<file path="src/rtl/vid_dma_fetch_if.sv">
// =============================================================================
// vid_dma_fetch_if : Wishbone classic/burst read port of the video DMA fetcher
// Revision: 1.0
// =============================================================================
`default_nettype none

interface vid_dma_fetch_if;
  logic [23:0] wb_adr;
  logic [2:0]  wb_cti;
  logic        wb_stb;
  logic        wb_cyc;
  logic        wb_we;
  logic [3:0]  wb_sel;
  logic [31:0] wb_dat_i;
  logic        wb_ack;

  modport master (
    output wb_adr, wb_cti, wb_stb, wb_cyc, wb_we, wb_sel,
    input  wb_dat_i, wb_ack
  );

  modport slave (
    input  wb_adr, wb_cti, wb_stb, wb_cyc, wb_we, wb_sel,
    output wb_dat_i, wb_ack
  );
endinterface

`default_nettype wire

</file>
<file path="src/rtl/vid_dma_fetch.sv">
// =============================================================================
// vid_dma_fetch : 4-beat Wishbone burst reader feeding a show-ahead FIFO.
// Optional DMA_LOOP_EN: endless re-fetch of the same region.  Revision: 1.0
// =============================================================================
`default_nettype none

module vid_dma_fetch #(
  parameter int FIFO_AW = 4
) (
  input  logic                 wb_clk,
  input  logic                 wb_rst_n,
  vid_dma_fetch_if.master      wb,
  input  logic                 start,
  input  logic [21:0]          base_adr,
  input  logic [15:0]          len,
  input  logic                 rd_en,
  output logic [31:0]          rd_data,
  output logic                 empty,
  output logic [FIFO_AW:0]     level,
  output logic                 busy,
  output logic                 done
);

  localparam int                DEPTH   = 1 << FIFO_AW;
  localparam logic [FIFO_AW:0]  LVL_MAX = (FIFO_AW + 1)'(DEPTH - 4);
  localparam logic [FIFO_AW:0]  LVL_ONE = {{FIFO_AW{1'b0}}, 1'b1};
  localparam logic [FIFO_AW-1:0] PTR_ONE = {{(FIFO_AW-1){1'b0}}, 1'b1};
  localparam logic [2:0]        CTI_INC = 3'b010;
  localparam logic [2:0]        CTI_END = 3'b111;

  typedef enum logic [1:0] {IDLE, WAIT, BURST, FINISH} state_t;

  logic [1:0]         rst_sync_q, rst_sync_d;
  logic               rst_int_n;
  state_t             state_q, state_d;
  logic [21:0]        cur_adr_q, cur_adr_d;
  logic [15:0]        remaining_q, remaining_d;
  logic [1:0]         beat_q, beat_d;
  logic               cyc_q, cyc_d;
  logic [2:0]         cti_q, cti_d;
  logic               busy_q, busy_d;
  logic               done_q, done_d;
  logic [FIFO_AW-1:0] wr_ptr_q, wr_ptr_d;
  logic [FIFO_AW-1:0] rd_ptr_q, rd_ptr_d;
  logic [FIFO_AW:0]   level_q, level_d;
  logic [31:0]        mem_q [DEPTH];
  logic               push, pop;
  logic [21:0]        start_adr;
  logic [15:0]        start_cnt;
  logic               unused_adr_lsb;
`ifdef DMA_LOOP_EN
  logic [21:0]        base_q, base_d;
  logic [15:0]        cnt_q, cnt_d;
`endif

  // Assertion is immediate; release reaches the core only after two edges.
  assign rst_sync_d = {rst_sync_q[0], 1'b1};
  always_ff @(posedge wb_clk or negedge wb_rst_n) begin
    if (!wb_rst_n) rst_sync_q <= 2'b00;
    else           rst_sync_q <= rst_sync_d;
  end
  assign rst_int_n = rst_sync_q[1];

  assign start_adr      = {base_adr[21:2], 2'b00};
  assign start_cnt      = (len == 16'd0) ? 16'd1 : len;
  assign unused_adr_lsb = &{1'b0, base_adr[1:0]};

  assign push = (state_q == BURST) && wb.wb_ack;
  assign pop  = rd_en && (level_q != '0);

  always_comb begin
    state_d     = state_q;
    cur_adr_d   = cur_adr_q;
    remaining_d = remaining_q;
    beat_d      = beat_q;
    cyc_d       = cyc_q;
    cti_d       = cti_q;
    busy_d      = busy_q;
    done_d      = 1'b0;
    wr_ptr_d    = push ? wr_ptr_q + PTR_ONE : wr_ptr_q;
    rd_ptr_d    = pop  ? rd_ptr_q + PTR_ONE : rd_ptr_q;
    level_d     = level_q;
    if (push && !pop)      level_d = level_q + LVL_ONE;
    else if (pop && !push) level_d = level_q - LVL_ONE;
`ifdef DMA_LOOP_EN
    base_d = base_q;
    cnt_d  = cnt_q;
`endif

    case (state_q)
      IDLE: begin
        if (start) begin
          cur_adr_d   = start_adr;
          remaining_d = start_cnt;
          wr_ptr_d    = '0;
          rd_ptr_d    = '0;
          level_d     = '0;
          busy_d      = 1'b1;
          state_d     = WAIT;
`ifdef DMA_LOOP_EN
          base_d = start_adr;
          cnt_d  = start_cnt;
`endif
        end
      end
      WAIT: begin
        // Room for a whole burst guarantees a full FIFO is never pushed.
        if (level_q <= LVL_MAX) begin
          cyc_d   = 1'b1;
          cti_d   = CTI_INC;
          beat_d  = 2'd0;
          state_d = BURST;
        end
      end
      BURST: begin
        if (wb.wb_ack) begin
          cur_adr_d = cur_adr_q + 22'd1;
          beat_d    = beat_q + 2'd1;
          if (beat_q == 2'd3) begin
            cyc_d       = 1'b0;
            cti_d       = 3'b000;
            remaining_d = remaining_q - 16'd1;
            if (remaining_q == 16'd1) begin
              done_d  = 1'b1;
              state_d = FINISH;
            end else begin
              state_d = WAIT;
            end
          end else if (beat_q == 2'd2) begin
            cti_d = CTI_END;
          end
        end
      end
      FINISH: begin
`ifdef DMA_LOOP_EN
        cur_adr_d   = base_q;
        remaining_d = cnt_q;
        state_d     = WAIT;
`else
        busy_d  = 1'b0;
        state_d = IDLE;
`endif
      end
      default: state_d = IDLE;
    endcase
  end

  always_ff @(posedge wb_clk or negedge rst_int_n) begin
    if (!rst_int_n) begin
      state_q     <= IDLE;
      cur_adr_q   <= '0;
      remaining_q <= '0;
      beat_q      <= '0;
      cyc_q       <= 1'b0;
      cti_q       <= 3'b000;
      busy_q      <= 1'b0;
      done_q      <= 1'b0;
      wr_ptr_q    <= '0;
      rd_ptr_q    <= '0;
      level_q     <= '0;
`ifdef DMA_LOOP_EN
      base_q      <= '0;
      cnt_q       <= '0;
`endif
    end else begin
      state_q     <= state_d;
      cur_adr_q   <= cur_adr_d;
      remaining_q <= remaining_d;
      beat_q      <= beat_d;
      cyc_q       <= cyc_d;
      cti_q       <= cti_d;
      busy_q      <= busy_d;
      done_q      <= done_d;
      wr_ptr_q    <= wr_ptr_d;
      rd_ptr_q    <= rd_ptr_d;
      level_q     <= level_d;
`ifdef DMA_LOOP_EN
      base_q      <= base_d;
      cnt_q       <= cnt_d;
`endif
    end
  end

  always_ff @(posedge wb_clk) begin
    if (push) mem_q[wr_ptr_q] <= wb.wb_dat_i;
  end

  assign rd_data   = mem_q[rd_ptr_q];
  assign empty     = (level_q == '0);
  assign level     = level_q;
  assign busy      = busy_q;
  assign done      = done_q;
  assign wb.wb_adr = {cur_adr_q, 2'b00};
  assign wb.wb_cti = cti_q;
  assign wb.wb_cyc = cyc_q;
  assign wb.wb_stb = cyc_q;
  assign wb.wb_we  = 1'b0;
  assign wb.wb_sel = 4'hF;

endmodule

`default_nettype wire

</file>
<file path="src/flat_wrapper.sv">
// flat-port wrapper written by rule: the top's interface ports become plain ports
module vid_dma_fetch_flat 
#(
  parameter int FIFO_AW = 4
)
  (wb_clk, wb_rst_n, start, base_adr, len, rd_en, rd_data, empty, level, busy, done, wb_wb_adr, wb_wb_cti, wb_wb_stb, wb_wb_cyc, wb_wb_we, wb_wb_sel, wb_wb_dat_i, wb_wb_ack);
  vid_dma_fetch_if wb_i ();
  input  logic wb_clk;
  input  logic wb_rst_n;
  input  logic start;
  input  logic [21:0] base_adr;
  input  logic [15:0] len;
  input  logic rd_en;
  output logic [31:0] rd_data;
  output logic empty;
  output logic [FIFO_AW:0] level;
  output logic busy;
  output logic done;
  output wire logic [$bits(wb_i.wb_adr)-1:0] wb_wb_adr;
  output wire logic [$bits(wb_i.wb_cti)-1:0] wb_wb_cti;
  output wire logic [$bits(wb_i.wb_stb)-1:0] wb_wb_stb;
  output wire logic [$bits(wb_i.wb_cyc)-1:0] wb_wb_cyc;
  output wire logic [$bits(wb_i.wb_we)-1:0] wb_wb_we;
  output wire logic [$bits(wb_i.wb_sel)-1:0] wb_wb_sel;
  input wire logic [$bits(wb_i.wb_dat_i)-1:0] wb_wb_dat_i;
  input wire logic [$bits(wb_i.wb_ack)-1:0] wb_wb_ack;
  assign wb_wb_adr = wb_i.wb_adr;
  assign wb_wb_cti = wb_i.wb_cti;
  assign wb_wb_stb = wb_i.wb_stb;
  assign wb_wb_cyc = wb_i.wb_cyc;
  assign wb_wb_we = wb_i.wb_we;
  assign wb_wb_sel = wb_i.wb_sel;
  assign wb_i.wb_dat_i = wb_wb_dat_i;
  assign wb_i.wb_ack = wb_wb_ack;
  vid_dma_fetch #(.FIFO_AW(FIFO_AW)) u_core (.wb_clk(wb_clk), .wb_rst_n(wb_rst_n), .wb(wb_i), .start(start), .base_adr(base_adr), .len(len), .rd_en(rd_en), .rd_data(rd_data), .empty(empty), .level(level), .busy(busy), .done(done));
endmodule
</file>
<file path="config.mk">
export PLATFORM = sky130hd
export DESIGN_NAME = vid_dma_fetch_flat
export DESIGN_NICKNAME = d
export VERILOG_FILES = /design/src/rtl/vid_dma_fetch_if.sv /design/src/rtl/vid_dma_fetch.sv /design/src/flat_wrapper.sv
export SDC_FILE = /design/constraint.sdc
export NUM_CORES = 1
export LEC_CHECK = 0
export BUFFER_PORTS_ARGS = -buffer_cell sky130_fd_sc_hd__buf_2
export CAP_MARGIN = 5
export CORE_MARGIN = 4
export CORE_UTILIZATION = 40
export DETAILED_ROUTE_END_ITERATION = 16
export SLEW_MARGIN = 20
export SYNTH_ARGS = -nofsm -noshare
export SYNTH_HDL_FRONTEND = slang
export SYNTH_SLANG_ARGS = --single-unit
</file>
<file path="constraint.sdc">
create_clock -name wb_clk -period 3.5 [get_ports wb_clk]
set_clock_uncertainty 0.05 [all_clocks]
set_input_delay 0.7 -clock wb_clk [delete_from_list [all_inputs] [get_ports wb_clk]]
set_output_delay 0.7 -clock wb_clk [all_outputs]
set_load 0.05 [all_outputs]
</file>
==> results.sh <==
export IMPL_num_nets_final=1457
export IMPL_synthArstFlopShare=0.1080
export IMPL_portBuffers=139
export IMPL_synth_top_family_by_area="multiplexers"
export IMPL_grt_use_total=0.1695
export IMPL_dieHeight_um=248.5
export IMPL_worstPathCellList="buf_12 -> buf_12 -> mux4_2 -> mux4_2 -> buf_2"
export IMPL_ys_seq_area_frac=0.7316
export IMPL_dieWidth_um=248.5
export IMPL_internal_power_mw=14.61
export IMPL_numClockSinks=574
export IMPL_grt_max_degree=42
export IMPL_period_share=1.000
export IMPL_first_pass_iters=5
export IMPL_vias=12109
export IMPL_antenna_found_initial=3
export IMPL_final_cells=2169
export IMPL_power_mw=22.10
export IMPL_slew_violations=0
export IMPL_cp_end_kind="output pin"
export IMPL_worst_pin_slew_ns=0.8819
export IMPL_numCtsBuffers=57
export IMPL_setup_violations=1
export IMPL_synth_seq_cells=574
export IMPL_drc=0
export IMPL_synth_main_ff_cell="edfxtp_1"
export IMPL_synth_warnings=0
export IMPL_status="finished, violations left"
export IMPL_crit_slowest_cell="mux4_2"
export IMPL_power_switching_mw=7.494
export IMPL_dp_hpwl_mm=29.99
export IMPL_yosysTopAreaCell="edfxtp_1"
export IMPL_seq_power_share=0.383
export IMPL_hold_viol_final=0
export IMPL_grt_pass1_wl_mm=80.06
export IMPL_cap_violations=0
export IMPL_clk_latency_ns=0.60
export IMPL_synthTopCellsByArea="edfxtp_1, mux4_2, dfrtp_1, a21oi_1, nor2_1"
export IMPL_avgSynthCellArea_um2=19.64
export IMPL_vias_per_cell=5.583
export IMPL_synth_edff_count=512
export IMPL_synth_simple_gate_area_frac=0.04445
export IMPL_grt_pass1_vias=12585
export IMPL_comb_power_share=0.344
export IMPL_worstSetupPathType="flip-flop to output pin"
export IMPL_synthMuxAreaShare=0.1571
export IMPL_postRouteAntennaNets=0
export IMPL_critical_path_max_fanout=16
export IMPL_grt_setup_unrepaired="yes"
export IMPL_row_count=87
export IMPL_worstPathArrival_ns=2.75
export IMPL_grt_overflow=0
export IMPL_netlist_area_leader_share=0.6645
export IMPL_clockBufferDepth=3
export IMPL_drt_total_wl_mm=53.42
export IMPL_synth_common_cells="edfxtp_1, mux4_2, dfrtp_1"
export IMPL_synth_cell_type_count=65
export IMPL_slowest_delay_ns=0.54
export IMPL_syn_inst=1178
export IMPL_pin_count=149
export IMPL_startpoint_type="flip-flop"
export IMPL_htree_levels=2
export IMPL_drt_iter0_markers=911
export IMPL_setup_ws_ns=-0.001013
export IMPL_clk_pin_slew_ns=0.06
export IMPL_violations="setup timing"
export IMPL_synth_most_common_cell="edfxtp_1"
export IMPL_die_area_mm2=0.06175
export IMPL_synth_compound_area_frac=0.03980
export IMPL_syn_to_final_growth_pct=18.43
export IMPL_power_density_mw_per_mm2=806.7
export IMPL_slew_headroom=0.4067
export IMPL_synth_area_mm2=0.02314
export IMPL_peakVddDrop_mv=0.5588
export IMPL_r2r_cells=4
export IMPL_p_sw_frac=0.3391
export IMPL_cp_required_ns=2.75
export IMPL_cts_tree="done"
export IMPL_core_area_mm2=0.05682
export IMPL_static_leakage_power_nw=8.985
export IMPL_drive_gt1_frac=0.3336
export IMPL_synthAdderAreaFrac=0.007463
export IMPL_start_util=0.4072
export IMPL_pwr_share_clk=0.273
export IMPL_fmax_mhz=285.6
export IMPL_final_util=0.4822
export IMPL_synthXorXnorAreaFrac=0.002650
export IMPL_min_path_type="flip-flop to asynchronous set/reset pin"
export IMPL_place_inst=2053
export IMPL_wl_per_cell_um=24.63
export IMPL_post_place_ws_ns=0.4442
export IMPL_clockRootBuffer="clkbuf_16"
export IMPL_layout_min_cycle_time_ns=3.501
export IMPL_globalplace_congestion=0.8624
[layout by cell type (no fill, tap or decap), types with 8 or more instances in the layout]
| cell type | count |
|---|---|
| buf_2 | 116 |
| conb_1 | 8 |
| inv_1 | 14 |
| nand2_1 | 19 |
| o21ai_0 | 29 |
| clkbuf_1 | 13 |
| a21oi_1 | 35 |
| clkinv_1 | 16 |
| nand3_1 | 19 |
| o22ai_1 | 8 |
| ha_1 | 13 |
| clkbuf_16 | 61 |
| dfrtp_1 | 57 |
| buf_12 | 23 |
| nand4_1 | 10 |
| nor2_1 | 45 |
| nor3_1 | 18 |
| a211oi_1 | 11 |
| and2_2 | 16 |
| edfxtp_1 | 512 |
| buf_4 | 28 |
| buf_6 | 23 |
| nor4_1 | 11 |
| mux4_2 | 160 |
[final cells by class]
cell class / count / area, µm²
diodes: 1 / 2.502
well taps: 756 / 945.9
repair buffers: 200 / 1735
multi-input cells: 521 / 5877
fillers: 4740 / 29420
clock buffers: 71 / 1500
clock inverters: 31 / 344.1
flip-flops and latches: 574 / 16940
inverters: 15 / 56.30
[sequential cells by signal, summed over array words and instances, names as in the netlist]
| signal | flops |
|---|---|
| u_core.wb.wb_cti | 2 |
| u_core.busy | 1 |
| u_core.done | 1 |
| u_core.wr_ptr_q | 4 |
| u_core.remaining_q | 16 |
| u_core.level | 5 |
| u_core.mem_q | 512 |
| u_core.rst_sync_q | 2 |
| u_core.wb.wb_cyc | 1 |
| u_core.beat_q | 2 |
| u_core.rd_ptr_q | 4 |
| u_core.cur_adr_q | 22 |
| u_core.state_q | 2 |
[power by group through the flow]
stage	Clock [mW]	Sequential, mW	Combinational [mW]
finish	6.03	8.46	7.61
global route	6.47	8.53	8.11
CTS	6.17	8.45	7.54
detailed placement	0	8.63	7.02
global placement	0	8.62	6.98
floorplan	0	8.94	4.81
[metal layers]
layer / wire [µm] / vias to the layer above / track usage
li1: - / 5278 / -
met2: 26360 / 378 / 0.2796
met4: 1127 / 6 / 0.04360
met3: 3265 / 81 / 0.03197
met1: 22630 / 6366 / 0.2353
met5: 43 / - / 0
[worst max-delay path: cells and delay by family (launching register included)]
kind | cells | cell delay, ns
muxes | 2 | 1.07
buffers and inverters | 3 | 0.60
DFF | 1 | 0.46
[kinds of logic (layout without fill, tap and decap cells)]
| logic type | Yosys count | in the layout |
|---|---|---|
| DFF | 574 | 574 |
| and+or+nand+nor | 189 | 189 |
| muxes | 163 | 163 |
| AOI/OAI and AO/OA | 140 | 140 |
| buffers and inverters | 89 | 317 |
| adders and majority gates | 14 | 14 |
| xor gates and xnor gates | 7 | 7 |
| other | 2 | 9 |
[final timing paths]
path                                      start                      to  slack [ns]
hold / removal             u_core.rst_sync_q[1]     u_core.cur_adr_q[1]        0.17
min in group wb_clk        u_core.rst_sync_q[0]    u_core.rst_sync_q[1]        0.30
hold reg to reg            u_core.rst_sync_q[1]     u_core.cur_adr_q[1]        0.17
max in group asynchronous  u_core.rst_sync_q[1]  u_core.remaining_q[15]        2.28
setup / recovery             u_core.rd_ptr_q[0]             rd_data[14]      -0.001
setup reg to reg              u_core.state_q[0]      u_core.mem_q[8][1]        1.12
[timing repair]
action | CTS | global route
setup endpoints to repair | 31 | 29
hold buffers | 1 | 0
gates cloned | 2 | 3
pin swaps | 0 | 0
setup buffers | 4 | 4
resized for setup | 44 | 14
hold endpoints to repair | 2 | 0
[per-stage QoR]
stage           TNS [ns]  hold slack, ns  cell area, µm²
6_report       -0.001013          0.1703           27400
2_1_floorplan          0          0.2812           23160
3_3_place_gp           0          0.1740           25140
4_1_cts          -0.4690          0.1930           27270
5_1_grt          -0.2393          0.2222           27400
3_5_place_dp           0          0.1858           25140
No activity file was read; power rests on OpenSTA's default activity.
